==> config.mk <==
export PLATFORM = sky130hd
export DESIGN_NAME = fp_elem_unpacker
export DESIGN_NICKNAME = d
export VERILOG_FILES = /design/src/rtl/fp_fmt_pkg.sv /design/src/rtl/fp_classify.sv /design/src/rtl/fp_elem_unpacker.sv
export SDC_FILE = /design/constraint.sdc
export NUM_CORES = 1
export LEC_CHECK = 0
export ABC_AREA = 1
export CAP_MARGIN = 20
export CORE_UTILIZATION = 60
export CTS_CLUSTER_DIAMETER = 200
export CTS_CLUSTER_SIZE = 28
export DETAILED_ROUTE_END_ITERATION = 8
export DONT_BUFFER_PORTS = 1
export HOLD_SLACK_MARGIN = 0.15
export PLACE_DENSITY_LB_ADDON = 0.05
export RECOVER_POWER = 25
export SKIP_CTS_REPAIR_TIMING = 1
export SYNTH_ARGS = -nofsm -noshare
export SYNTH_HDL_FRONTEND = slang
export SYNTH_HIERARCHICAL = 1
export SYNTH_SLANG_ARGS = --single-unit
==> constraint.sdc <==
create_clock -name clk -period 3.2 [get_ports clk]
set_input_delay 0.32 -clock clk [delete_from_list [all_inputs] [get_ports clk]]
set_output_delay 0.32 -clock clk [all_outputs]
set_load 0.02 [all_outputs]
==> src/rtl/fp_fmt_pkg.sv <==
// rtl/fp_fmt_pkg.sv - narrow-float format defaults, field helpers and class enum
// Shared by the unpacker and the scalar precision converter.
package fp_fmt_pkg;

  localparam int EXP_W_DEF  = 4;
  localparam int FRAC_W_DEF = 3;

  typedef enum logic [2:0] {
    FP_ZERO,
    FP_SUB,
    FP_NORM,
    FP_INF,
    FP_NAN
  } fp_class_t;

  function automatic int fp_bias(input int exp_w);
    return (1 << (exp_w - 1)) - 1;
  endfunction

  function automatic logic [31:0] fp_exp_field(input logic [31:0] e, input int frac_w,
                                               input int exp_w);
    return (e >> frac_w) & ((32'd1 << exp_w) - 32'd1);
  endfunction

  function automatic logic [31:0] fp_frac_field(input logic [31:0] e, input int frac_w);
    return e & ((32'd1 << frac_w) - 32'd1);
  endfunction

  function automatic logic fp_sign_field(input logic [31:0] e, input int frac_w,
                                         input int exp_w);
    return e[frac_w + exp_w];
  endfunction

endpackage

==> src/rtl/fp_classify.sv <==
// rtl/fp_classify.sv - combinational element classifier (zero/sub/norm/inf/nan)
module fp_classify
  import fp_fmt_pkg::*;
#(
  parameter int EXP_W  = EXP_W_DEF,
  parameter int FRAC_W = FRAC_W_DEF
) (
  input  logic [EXP_W+FRAC_W:0] elem_i,
  output fp_class_t             cls_o
);

  localparam logic [31:0] EXP_MAX = (32'd1 << EXP_W) - 32'd1;

  logic [31:0] elem32;
  logic [31:0] exp_f;
  logic [31:0] frac_f;

  assign elem32 = 32'(elem_i);
  assign exp_f  = fp_exp_field(elem32, FRAC_W, EXP_W);
  assign frac_f = fp_frac_field(elem32, FRAC_W);

  always_comb begin
    cls_o = FP_NORM;
    if (exp_f == EXP_MAX) begin
      cls_o = (frac_f == 32'd0) ? FP_INF : FP_NAN;
    end else if (exp_f == 32'd0) begin
      cls_o = (frac_f == 32'd0) ? FP_ZERO : FP_SUB;
    end
  end

endmodule

==> src/rtl/fp_elem_unpacker.sv <==
// rtl/fp_elem_unpacker.sv - holds one packed word and streams its elements in lane order
module fp_elem_unpacker
  import fp_fmt_pkg::*;
#(
  parameter int EXP_WIDTH_IN     = EXP_W_DEF,
  parameter int FRAC_WIDTH_IN    = FRAC_W_DEF,
  parameter int ELEMENT_WIDTH_IN = EXP_WIDTH_IN + FRAC_WIDTH_IN + 1,
  parameter int LANES            = 8,
  parameter int CNT_W            = $clog2(LANES + 1),
  parameter int IDX_W            = $clog2(LANES)
) (
  input  logic                          clk,
  input  logic                          rst,
  input  logic                          in_valid,
  output logic                          in_ready,
  input  logic [LANES*ELEMENT_WIDTH_IN-1:0] in_data,
  input  logic [CNT_W-1:0]              in_count,
  input  logic                          in_last,
  output logic                          out_valid,
  input  logic                          out_ready,
  output logic [ELEMENT_WIDTH_IN-1:0]   out_elem,
  output logic [IDX_W-1:0]              out_index,
  output logic                          out_last,
  output logic                          out_is_nan,
  output logic                          out_is_inf,
  output logic                          drop_last
);

  localparam int EW = ELEMENT_WIDTH_IN;

  typedef enum logic {S_IDLE, S_DRAIN} state_t;

  state_t                  state_q;
  logic [IDX_W-1:0]        idx_q;
  logic [CNT_W-1:0]        rem_q;
  logic [LANES*EW-1:0]     held_q;
  logic                    last_q;
  logic                    drop_q;

  logic [CNT_W-1:0]        eff_d;
  logic                    accept;
  logic                    out_hs;
  logic                    final_elem;
  fp_class_t               cls;

  assign eff_d      = (in_count > CNT_W'(LANES)) ? CNT_W'(LANES) : in_count;
  assign final_elem = (rem_q == CNT_W'(1));
  assign out_valid  = (state_q == S_DRAIN);
  // Ready on the final handshake cycle lets the next word follow with no bubble.
  assign in_ready   = (state_q == S_IDLE) || (final_elem && out_ready);
  assign accept     = in_valid && in_ready;
  assign out_hs     = out_valid && out_ready;

  assign out_elem   = held_q[idx_q*EW +: EW];
  assign out_index  = idx_q;
  assign out_last   = out_valid && last_q && final_elem;
  assign drop_last  = drop_q;

  fp_classify #(
    .EXP_W  (EXP_WIDTH_IN),
    .FRAC_W (FRAC_WIDTH_IN)
  ) u_classify (
    .elem_i (out_elem),
    .cls_o  (cls)
  );

  assign out_is_nan = (cls == FP_NAN);
  assign out_is_inf = (cls == FP_INF);

  always_ff @(posedge clk) begin
    if (rst) begin
      state_q <= S_IDLE;
      idx_q   <= '0;
      rem_q   <= '0;
      held_q  <= '0;
      last_q  <= 1'b0;
      drop_q  <= 1'b0;
    end else begin
      if (out_hs) begin
        if (final_elem) begin
          state_q <= S_IDLE;
          idx_q   <= '0;
          rem_q   <= '0;
        end else begin
          idx_q <= idx_q + IDX_W'(1);
          rem_q <= rem_q - CNT_W'(1);
        end
      end
      // A new word overrides the drain bookkeeping of the one just finished.
      if (accept) begin
        if (eff_d != '0) begin
          state_q <= S_DRAIN;
          idx_q   <= '0;
          rem_q   <= eff_d;
          held_q  <= in_data;
          last_q  <= in_last;
        end else if (in_last) begin
          drop_q <= 1'b1;
        end
      end
    end
  end

endmodule

==> results.md, run 1 <==
- Final core utilization: 66.46%
- FP Rows: 31
- Die W: 88.34 um
- CP dominant cell by count: nand2_1
- WL per Instance: 12.42 um
- Final setup violation count: 0
- Final clock skew: 9.688 ps
- Largest net degree at the start of global routing: 74
- Crit path capture type: primary output
- Most common cell after layout, fill and taps aside: inv_1
- Status: finished, final reports clean
- Clk buf depth: 2
- Syn avg cell area: 5.862 um2
- Initial antenna violation count: 0
- Critical Path Fanout Max: 35
- Biggest cell delay along the critical path: 360 ps
- Cells after Synth: 763
- Hold_sp: rst
- VDD IR-drop max: 0.0002468 V
- RR Endpoint: drop_last$_SDFFE_PP0P_
- Multi-input logic area: 1981 um2
- Total track usage: 27.65%
- Remaining Overflow, GRT: 0
- CP cell instances: buf_4, a21oi_1, o21ai_0, nand3_1, and2_0, nor2_1, nand2_1, nand2_1, nand2_1, nor3b_1, buf_4
- Max Clk Rate: 0.3685 GHz
- Largest family of logic cells by synthesized area: simple AND/OR/NAND/NOR gates
- Layout Cells excl Fill: 852
- Post-route minimum period: 2714 ps
- CP max-delay cell: buf_4
- Yosys warns: 6
- Required time of the critical path: 2880 ps
- CTS clock-pin slew for the worst setup and hold paths: 80 ps
- CP startpoint kind: flip-flop
- Final Max Slew Viols: 0
- Final WL: 10580 um
- Synth Area in XOR/XNOR: 0.3916%
- Slack of the critical path: 486.3 ps
- Clk sinks: 74
- CP arrival: 2390 ps
- Area grow syn2layout: 7.189%
- Drt drc: 0
- Commonest non-fill, non-tap cells in the layout: inv_1 (212), nand2_1 (164), nor2_1 (80)
- Post-DRT Antenna Nets: 0
- RSZ-0062 raised after global routing: no
- WS Path Type: reg2out
- Final hold vios: 0
- Clock latency on the worst-skew pair: 340 ps
- Routability cong.: 0.8913
- Syn Nets: 839
- Setup tns final: 0 ps
- Share of layout cells above drive strength 1: 5.046%
- Synthesized flop and latch total: 74
- Worst Reg-to-Reg Cells: 8
- PwrDens: 495.6 nW/um2
- Class of the worst hold path: in2reg
- Die area: 7804 um2
- Final period util: 84.80%
- Dpl hpwl: 7380 um
- H-tree Lvls: 3
- TritonCTS buffer count: 9
- Library cells used by synthesis: 23
- Vias post-DR: 4265
- TritonCTS clock tree: built
- DR iter-0 viols: 235
- Post-Synth Adder-Cell Area: 0.8392%
- Hold Path Sink: rem_q[2]$_SDFF_PP0_
- Max Cap Viol: 0
- Number of global-route vias before repair: 3505
- Crit path launch: out_index[0]$_SDFF_PP0_
- Antenna diodes: 0
- Drt pass-1 iters: 5
- Flip-flop and latch area: 1481 um2
- Register area share after synthesis: 33.12%
- Die Height: 88.34 um
- Number of buffers added on ports: 0
- Mux cell area share after synthesis: 0%
- Register-to-register setup slack: 700 ps
- Worst slew margin: 42.76%
- Fillers: 690
- P_leak: 2.750 nW
- Synth Area in Simple Gates: 35.22%
- Layout Nets: 824
- Vias/cell: 5.006
- Worst hold path depth: 3
- Worst slack, placed: 820.8 ps
- Synth Cell Area: 4473 um2
- DP Cell Count: 832
- Clock root buffer: clkbuf_8
- Slew @ Worst Pin: 857.4 ps
- Post-synthesis compound-gate area fraction: 7.720%
- Critical R2R Launch: rem_q[1]$_SDFF_PP0_
- Global-route wire length before repair: 16520 um
- Core box area: 7214 um2
- I/O pins: 90
- Initial Util: 62.00%
==> worst max-delay path by stage <==
stage / endpoint / slack, ps / cells past startpoint
final: out_is_nan / 490 / 11
after CTS: out_is_nan / 510 / 11
after global routing: out_is_nan / 210 / 11
after floorplan: out_is_nan / 570 / 12
after global placement: out_is_nan / 910 / 11
after detailed placement: held_q[57]$_SDFFE_PP0P_ / 820 / 8
==> kinds of logic (layout without fill, tap and decap cells) <==
logic type | Yosys count | count (layout)
compound gates | 69 | 69
simple gates | 353 | 353
flops | 74 | 74
xor+xnor | 2 | 2
buf+inv | 262 | 252
fa+ha+maj | 3 | 3
==> final cells by class <==
type	instances	share of cell area (%)
sequential	74	30.90
timing repair buffer	21	3.419
inverter	215	16.83
multi-input combinational	427	41.31
clock inverter	4	1.514
tap	99	2.584
clock buffer	12	3.445
==> cells in the mapped netlist (all sizes together) <==
library cell	n	area share [%]
a21oi	34	3.8
and2	8	1.1
buf	33	3.5
clkbuf	14	1.2
clkinv	1	0.084
dfxtp	74	33
ha	3	0.84
inv	214	18
nand2	165	14
nand3	30	3.6
nand3b	1	0.17
nand4	67	9.4
nor2	81	6.9
nor3b	1	0.17
o21ai	35	3.9
xor2	2	0.39
==> critical path: cells and delay by family, from the launching register on <==
kind / cells / cell delay (ps)
compound gates: 2 / 290
flops: 1 / 330
simple gates: 7 / 870
buf+inv: 2 / 550
==> per-layer routing <==
| layer | share of wire, % | global-route usage, % | routed length (um) |
|---|---|---|---|
| met2 | 44 | 42.80 | 4671 |
| met4 | 1.5 | 9.531 | 155 |
| met3 | 4.4 | 4.384 | 464 |
| met1 | 50 | 39.09 | 5286 |
| met5 | 0 | 0 | 0 |
==> flip-flops by register name, indices dropped and copies added, names as in the netlist <==
signal	flops
held_q	64
rem_q	4
out_index	3
drop_last	1
last_q	1
out_valid	1
==> where the power goes <==
| part | switching (W) | internal (W) | total [W] |
|---|---|---|---|
| Combinational | 0.000315 | 0.000166 | 0.000481 |
| Clock | 0.000349 | 0.000502 | 0.000851 |
| Sequential | 0.0000414 | 0.00100 | 0.00104 |
==> stage by stage <==
step                cell area [um2]  power (W)  hold slack, ps
floorplan                      4473   0.001438           389.1
CTS                            4758   0.002385           17.84
detailed placement             4521   0.001541           392.7
finish                         4795   0.002376           151.3
global route                   4795   0.002511           149.4
global placement               4521   0.001529           391.4
Power figures use the tool's default switching activity.
==> inputs of run 2 (changes only) <==
==> constraint.sdc (replaced) <==
create_clock -name clk -period 2.6 [get_ports clk]
set_input_delay 0.26 -clock clk [delete_from_list [all_inputs] [get_ports clk]]
set_output_delay 0.26 -clock clk [all_outputs]
set_load 0.02 [all_outputs]
==> run 2 against run 1 <==
Net effect: non-clock buffer count rose by 9; final area rose by 2.2%; die area did not move; critical endpoint is now out_is_inf; largest power group unchanged; setup slack got worse by 360 ps; first-iteration DRC count rose by 9.4%; combinational power rose by 34%.
==> results.md, run 2 (synthesized netlist as in run 1, its figures left out) <==
- Fillers: 727 (was 690)
- Global-route wire length before repair: 16700 um (was 16520 um)
- Initial Util: 62.00% (unchanged)
- TritonCTS clock tree: built (unchanged)
- Hold_sp: in_valid (was rst)
- Drt pass-1 iters: 4 (was 5)
- Max Cap Viol: 0 (unchanged)
- P_leak: 2.806 nW (was 2.750 nW)
- CP arrival: 2210 ps (was 2390 ps)
- Die W: 88.34 um (unchanged)
- CP startpoint kind: flip-flop (unchanged)
- RR Endpoint: rem_q[3]$_SDFF_PP0_ (was drop_last$_SDFFE_PP0P_)
- Number of global-route vias before repair: 3663 (was 3505)
- Die Height: 88.34 um (unchanged)
- Biggest cell delay along the critical path: 400 ps (was 360 ps)
- DR iter-0 viols: 257 (was 235)
- Post-DRT Antenna Nets: 0 (unchanged)
- Routability cong.: 0.8775 (was 0.8913)
- Final setup violation count: 0 (unchanged)
- RSZ-0062 raised after global routing: no (unchanged)
- VDD IR-drop max: 0.0003001 V (was 0.0002468 V)
- WS Path Type: reg2out (unchanged)
- Vias post-DR: 4364 (was 4265)
- Core box area: 7214 um2 (unchanged)
- Critical R2R Launch: rem_q[1]$_SDFF_PP0_ (unchanged)
- Register-to-register setup slack: 190 ps (was 700 ps)
- Slew @ Worst Pin: 841.2 ps (was 857.4 ps)
- Total track usage: 28.11% (was 27.65%)
- Logic pwr share: 24.0% (was 20.2%)
- Commonest non-fill, non-tap cells in the layout: inv_1 (211), nand2_1 (162), nor2_1 (78) (was inv_1 (212), nand2_1 (164), nor2_1 (80))
- Post-route minimum period: 2472 ps
- TritonCTS buffer count: 9 (unchanged)
- CTS clock-pin slew for the worst setup and hold paths: 80 ps (about the same)
- Internal power: 0.001804 W (was 0.001671 W)
- WP buf/inv: 3 (was 2)
- WL per Instance: 13.23 um (was 12.42 um)
- Clock latency on the worst-skew pair: 350 ps (was 340 ps)
- Initial antenna violation count: 0 (unchanged)
- Class of the worst hold path: in2reg (unchanged)
- Clock power share: 28.2% (was 35.8%)
- Final WL: 11380 um (was 10580 um)
- NetSw: 0.0008863 W (was 0.0007054 W)
- Most common cell after layout, fill and taps aside: inv_1 (unchanged)
- Cell family contributing the most delay on the critical path: simple AND/OR/NAND/NOR gates (unchanged)
- Final clock skew: 7.968 ps (was 9.688 ps)
- Largest net degree at the start of global routing: 70 (was 74)
- Share of layout cells above drive strength 1: 7.490% (was 5.046%)
- Clk buf depth: 2 (unchanged)
- Vias/cell: 5.074 (was 5.006)
- Sequential share of power: 47.8% (was 43.9%)
- Critical Path Fanout Max: 16 (was 35)
- Crit path capture type: primary output (unchanged)
- PwrDens: 549.2 nW/um2 (was 495.6 nW/um2)
- Status: finished, final reports clean (unchanged)
- Final period util: 95.09%
- Area grow syn2layout: 9.511% (was 7.189%)
- Hold Path Sink: held_q[20]$_SDFFE_PP0P_ (was rem_q[2]$_SDFF_PP0_)
- Number of buffers added on ports: 0 (unchanged)
- Clock root buffer: clkbuf_8 (unchanged)
- Placed cell areas: 4563 um2 (was 4521 um2)
- Worst Reg-to-Reg Cells: 8 (unchanged)
- H-tree Lvls: 3 (unchanged)
- Total Power: 0.002690 W (was 0.002376 W)
- Die area: 7804 um2 (unchanged)
- CP max-delay cell: dfxtp_4 (was buf_4)
- Post-Layout Inst Area: 4898 um2 (was 4795 um2)
- Biggest register: held_q (unchanged)
- Required time of the critical path: 2340 ps (was 2880 ps)
- I/O pins: 90 (unchanged)
- Max Clk Rate: 0.4045 GHz
- Remaining Overflow, GRT: 0 (unchanged)
- FP Rows: 31 (unchanged)
- CP cell instances: inv_4, buf_12, a21oi_1, o21ai_0, nand3_1, and2_4, nand2_1, nor2_2, nand2_2, nand2_2, nand2_1, nor2_2, buf_6 (was buf_4, a21oi_1, o21ai_0, nand3_1, and2_0, nor2_1, nand2_1, nand2_1, nand2_1, nor3b_1, buf_4)
- Layout Nets: 833 (was 824)
- Clk sinks: 74 (unchanged)
- Final Max Slew Viols: 0 (unchanged)
- Worst slew margin: 43.92% (was 42.76%)
- Drt drc: 0 (unchanged)
- Antenna diodes: 0 (unchanged)
- Dpl hpwl: 7635 um (was 7380 um)
- Switch share: 32.95% (was 29.69%)
- Largest register FFs: 64 (unchanged)
- Final hold vios: 0 (unchanged)
- Worst hold path depth: 3 (unchanged)
[run 2: cell count changes in the layout (fill, tap and decap cells not counted), moves of 3 or more]
cell and delta:
and2_0 -8, and2_1 +3, and2_4 +5, buf_12 +3
clkbuf_8 -3, clkinv_2 +3, o21ai_0 -8, o21ai_1 +8
[run 2: worst reg2reg max path, stage by stage (launching register included)]
cell	delay (ps)
dfxtp_1	320
inv_1	80
ha_1	170
nand3_1	90
nand2_1	150
clkbuf_2	680
nand4_1	180
dlygate4sd3_1	620
nand2_1	70
[run 2: final cells by class]
| cell class | count | area [um2] | area share [%] |
|---|---|---|---|
| clock buffers | 11 | 131.4 | 2.682 |
| repair buffers | 30 | 315.3 | 6.437 |
| clock inverters | 4 | 20.02 | 0.4087 |
| inverters | 215 | 809.5 | 16.53 |
| well taps | 99 | 123.9 | 2.529 |
| multi-input cells | 427 | 2012 | 41.07 |
| flip-flops and latches | 74 | 1486 | 30.34 |
[run 2: how the worst max path moves through the flow]
stage / start / to / cells after the start
final: out_index[0]$_SDFF_PP0_ / out_is_inf / 13
after global routing: rem_q[1]$_SDFF_PP0_ / drop_last$_SDFFE_PP0P_ / 8
after CTS: out_index[0]$_SDFF_PP0_ / out_is_nan / 11
after detailed placement: out_index[0]$_SDFF_PP0_ / out_is_nan / 11
after global placement: out_index[0]$_SDFF_PP0_ / out_is_nan / 11
after floorplan: out_index[0]$_SDFF_PP0_ / out_is_nan / 12
[run 2: layer usage]
layer / wire length (um) / GRT usage [%] / up-vias
met3: 694 / 6.157 / 22
met5: 0 / 0 / -
li1: - / - / 2268
met2: 5223 / 45.94 / 136
met4: 255 / 11.88 / 0
met1: 5205 / 35.85 / 1938
[run 2: through the flow]
step	hold WS (ps)	setup slack (ps)	setup TNS (ps)	utilization, %	std cells
finish	125.8	127.6	0	67.90	860
global route	150.3	7.528	0	67.90	860
CTS	-49.27	-50.38	-50.38	65.35	851
detailed placement	333.5	340.9	0	63.25	836
global placement	331.3	360.0	0	63.25	836
floorplan	329.1	26.78	0	-	763
[run 2: power groups by stage]
stage                     registers [W]  clock network [W]  logic, W
after floorplan                 0.00129                  0  0.000479
after global placement          0.00131                  0  0.000568
after detailed placement        0.00131                  0  0.000586
after CTS                       0.00129           0.000777  0.000591
after global routing            0.00130           0.000819  0.000735
final                           0.00129           0.000759  0.000644
